--- src/rtl/op_cic_pkg.sv ---
// Shared constants and helpers for the CIC decimation chain (integrator and comb stages).
package op_cic_pkg;

  localparam int unsigned CIC_WIDTH = 19;
  localparam int unsigned CIC_ORDER = 3;
  localparam int unsigned CIC_DECIM = 64;

  // Bit growth of an ORDER-stage CIC at ratio DECIM; both integrator and comb size to this.
  localparam int unsigned CIC_WIDTH_REQ = CIC_ORDER * $clog2(CIC_DECIM) + 1;

  function automatic bit cic_width_ok(input int unsigned width, input int unsigned decim);
    return (width == CIC_ORDER * $clog2(decim) + 1);
  endfunction

  // PDM bit to two's-complement +1 / -1; caller sign-extends bit 1.
  function automatic logic [1:0] pdm_to_pm1(input logic b);
    return b ? 2'b01 : 2'b11;
  endfunction

endpackage

--- src/rtl/op_cic_integrator_stage.sv ---
// Single enable-gated wrap-around accumulator with asynchronous clear.
module op_cic_integrator_stage #(
  parameter int unsigned WIDTH = 19
) (
  input  logic             clk,
  input  logic             rst,
  input  logic             en,
  input  logic [WIDTH-1:0] din,
  output logic [WIDTH-1:0] acc
);

  // Modulo 2^WIDTH on purpose: the comb stage cancels the wraps.
  always_ff @(posedge clk or posedge rst) begin
    if (rst) begin
      acc <= '0;
    end else if (en) begin
      acc <= acc + din;
    end
  end

endmodule

--- src/rtl/op_cic_integrator_decimator.sv ---
// Three-stage CIC integrator plus decimate-by-DECIM sampler feeding the comb stage.
// Optional OP_CIC_SYNC_EN adds a sync input that realigns the decimation phase.
module op_cic_integrator_decimator
  import op_cic_pkg::*;
#(
  parameter int unsigned WIDTH = CIC_WIDTH,
  parameter int unsigned DECIM = CIC_DECIM
) (
  input  logic             clk,
  input  logic             rst,
  input  logic             pdm_in,
  input  logic             pdm_en,
`ifdef OP_CIC_SYNC_EN
  input  logic             sync,
`endif
  output logic [WIDTH-1:0] out,
  output logic             out_valid
);

  localparam int unsigned CNT_W = $clog2(DECIM);
  localparam logic [CNT_W-1:0] CNT_LAST = CNT_W'(DECIM - 1);

  if (!cic_width_ok(WIDTH, DECIM)) begin : g_bad_width
    $error("op_cic_integrator_decimator: WIDTH must equal ORDER*log2(DECIM)+1");
  end

  logic [1:0]       x_pm1;
  logic [WIDTH-1:0] x;
  logic [WIDTH-1:0] i1;
  logic [WIDTH-1:0] i2;
  logic [WIDTH-1:0] i3;
  logic [CNT_W-1:0] cnt;

  always_comb begin
    x_pm1 = pdm_to_pm1(pdm_in);
    x     = {{(WIDTH-2){x_pm1[1]}}, x_pm1};
  end

  // Each stage adds the pre-edge value of the previous one, giving a registered cascade.
  op_cic_integrator_stage #(.WIDTH(WIDTH)) u_int1 (
    .clk (clk),
    .rst (rst),
    .en  (pdm_en),
    .din (x),
    .acc (i1)
  );

  op_cic_integrator_stage #(.WIDTH(WIDTH)) u_int2 (
    .clk (clk),
    .rst (rst),
    .en  (pdm_en),
    .din (i1),
    .acc (i2)
  );

  op_cic_integrator_stage #(.WIDTH(WIDTH)) u_int3 (
    .clk (clk),
    .rst (rst),
    .en  (pdm_en),
    .din (i2),
    .acc (i3)
  );

  always_ff @(posedge clk or posedge rst) begin
    if (rst) begin
      cnt       <= '0;
      out       <= '0;
      out_valid <= 1'b0;
    end else begin
      out_valid <= 1'b0;
`ifdef OP_CIC_SYNC_EN
      // sync owns the counter; a coincident enable is still integrated but emits nothing.
      if (sync) begin
        cnt <= '0;
      end else
`endif
      if (pdm_en) begin
        if (cnt == CNT_LAST) begin
          cnt       <= '0;
          out       <= i3;
          out_valid <= 1'b1;
        end else begin
          cnt <= cnt + 1'b1;
        end
      end
    end
  end

endmodule

--- config.mk ---
export PLATFORM = sky130hd
export DESIGN_NAME = op_cic_integrator_decimator
export DESIGN_NICKNAME = d
export VERILOG_FILES = /design/src/rtl/op_cic_pkg.sv /design/src/rtl/op_cic_integrator_stage.sv /design/src/rtl/op_cic_integrator_decimator.sv
export SDC_FILE = /design/constraint.sdc
export NUM_CORES = 1
export LEC_CHECK = 0
export BUFFER_PORTS_ARGS = -buffer_cell sky130_fd_sc_hd__clkbuf_2
export CAP_MARGIN = 0
export CORE_UTILIZATION = 54
export CTS_CLUSTER_DIAMETER = 40
export DETAILED_ROUTE_END_ITERATION = 10
export PLACE_DENSITY = 0.74
export SLEW_MARGIN = 5
export SYNTH_ARGS = -nofsm -noshare
export SYNTH_HDL_FRONTEND = slang
export SYNTH_SLANG_ARGS = --single-unit
--- constraint.sdc ---
create_clock -name clk -period 3.2 [get_ports clk]
set_input_delay 0.64 -clock clk [delete_from_list [all_inputs] [get_ports clk]]
set_output_delay 0.64 -clock clk [all_outputs]
set_load 0.03 [all_outputs]
==> reports/results.ini <==
[timing]
fin_crit_sh = 0.8664
max_freq_ghz = 0.3607
slew_headroom = 0.5655
hold_slack_ns = 0.3203
finalClockSkew_ns = 0.01098
tightest_slew_ns = 0.6510
tns_ns = 0
slew_viol_final = 0
hold_viol = 0
grt_setup_unrepaired = false
setup_violations = 0
min_period_ns = 2.773

[worst_setup_path]
reg2reg_depth = 11
crit_arrival_ns = 3.03
crit_buf_inv = 1
critPathTopFamily = compound AO/OA/AOI/OAI gates
path_class = reg -> reg
cp-start-kind = flip-flop
cpMostUsedCell = o21ai_1
crit_fanout = 3
crit_chain = ha_1 > inv_1 > fa_1 > nor2b_1 > o21a_1 > o21ai_1 > a211oi_1 > nor2_1 > o21ai_1 > xor2_1 > mux2_2
critPathRequiredTime_ns = 3.45
crit_path_end_kind = flip-flop
cpPeakStageDelay_ns = 0.40
worst-path-stages = 11
crit_path_top_delay_cell = dfrtp_1

[clocking]
cts_num_sinks = 83
cts_buffers = 9
clock_latency_ns = 0.36
htree_levels = 3
hold_buffers = 0
postCtsSetupBuffers = 0
cts_resized = 0
root_buffer = clkbuf_8
cts.path.max_buffers = 2
path_clk_slew_ns = 0.10
cts_tree = built

[global_route]
grt_pass1_vias = 4249
grt.overflow.total = 0
grt_max_degree = 48
grt_pass1_wl_um = 19750
antenna_found_initial = 0
track_usage = 0.2252

[final_layout]
layout_commonest_cell = dfrtp_1
drive_gt1_frac = 0.1882
diodes = 0
n_fill_cell = 823
final_nets = 651
multiInputGateArea_mm2 = 0.003468
regArea_mm2 = 0.002077
final_cell_area_mm2 = 0.006162
final_cells = 728
layout_common_cells = dfrtp_1, ha_1, mux2_2
syn2layout_area_growth_pct = 8.960

[drt]
drcViolationCount = 0
drt_pass1_iterations = 4
vias = 4239
drtIter0Drc = 206
routed_wl_um = 11500
routed_via_density = 5.823
wire_per_inst_um = 15.80
drtAntennaViolNets = 0

[logic_synthesis]
synth_area_mm2 = 0.005655
ys_warn_count = 0
synthMuxAreaShare = 0.1100
ys_seq_elements = 83
synth_fa_ha_area_frac = 0.1301
syn_inst = 566
synth_xor_area_frac = 0.08053
async_flop_share = 1.000
syn-num-nets = 627
synth_compound_area_frac = 0.1907
synth_edf_count = 0
synth.distinct_cells = 50
synth_top_family_by_area = compound AO/OA/AOI/OAI gates
yosys.area_share.simple = 0.1015
syn_avg_cell_area_um2 = 9.992
synth-seq-area-share = 0.3673
synth-main-ff-cell = dfrtp_1

[die]
pin_count = 24
num_rows = 36
core-area_mm2 = 0.009955
die-width_um = 104.3
dieArea_mm2 = 0.01089
die_y_um = 104.3
initial_utilization = 0.5681

[placed_design]
placedCellCount = 712
gp_congestion = 0.8820
dp_hpwl_um = 8468
io_buffer_count = 23
placed_area_mm2 = 0.005929

[min_path]
hold_class = in -> async

[flow_run]
cap_viol_max_count = 0

[run_status]
status = complete, no violations

cell usage after synthesis (2+ instances only):
cell type,n,area share
nor2_1,46,0.031
nand3_1,8,0.0071
a31oi_1,7,0.0077
mux2_2,53,0.11
ha_1,54,0.12
nand2_1,26,0.017
dfrtp_1,83,0.37
nand2b_1,7,0.0077
inv_1,13,0.0086
a21o_1,34,0.045
nor3_1,9,0.0080
o21ai_1,4,0.0035
xnor2_1,36,0.056
o21ai_0,30,0.027
nand4_1,12,0.013
a211oi_1,7,0.0093
o211ai_1,2,0.0027
o21bai_1,3,0.0040
clkbuf_1,14,0.0093
fa_1,3,0.011
a31o_2,2,0.0031
nor2b_1,6,0.0066
o21a_1,9,0.012
and2_1,4,0.0044
a21oi_1,52,0.046
xor2_1,16,0.025
buf_1,3,0.0020
stage by stage:
| step | util | setup WS (ns) |
|---|---|---|
| after CTS | 0.6190 | 0.4481 |
| final | 0.6190 | 0.4274 |
| after global routing | 0.6190 | 0.1354 |
| after floorplan | - | 0.3057 |
| after detailed placement | 0.5957 | 0.1928 |
| after global placement | 0.5957 | 0.2327 |
final timing paths:
kind / from / to / slack (ns)
max: u_int2.acc[0] / u_int3.acc[10] / 0.43
max reg2reg: u_int2.acc[0] / u_int3.acc[10] / 0.43
max in group asynchronous: rst / out[13] / 2.12
min: rst / out_valid / 0.32
min in group clk: u_int3.acc[18] / u_int3.acc[18] / 0.48
min reg2reg: u_int3.acc[18] / u_int3.acc[18] / 0.48
cell type report:
type / instances / area share
tap: 133 / 0.02701
clock buffer: 9 / 0.02010
clock inverter: 7 / 0.01766
inverter: 13 / 0.008122
timing repair buffer: 30 / 0.02721
multi-input combinational: 453 / 0.5628
sequential: 83 / 0.3371
registers in the layout, summed over array words and instances (netlist names):
name        flops
out            19
u_int3.acc     19
cnt             6
u_int2.acc     19
u_int1.acc     19
out_valid       1
metal layers:
layer,share of wire,up-vias,GRT usage
li1,-,2124,-
met1,0.47,2044,0.2932
met5,0,-,0
met3,0.025,17,0.02381
met4,0.021,0,0.09694
met2,0.48,54,0.3794
cells by family (layout without fill, tap and decap cells):
kind of cell	Yosys count	in the layout
AOI/OAI and AO/OA	166	166
xor gates and xnor gates	52	52
adders and majority gates	57	57
buffers and inverters	30	59
DFF	83	83
muxes	55	55
and+or+nand+nor	123	123
Power is not shown: default switching activity piles up to over one toggle a cycle in this logic, so the estimate is an artifact.
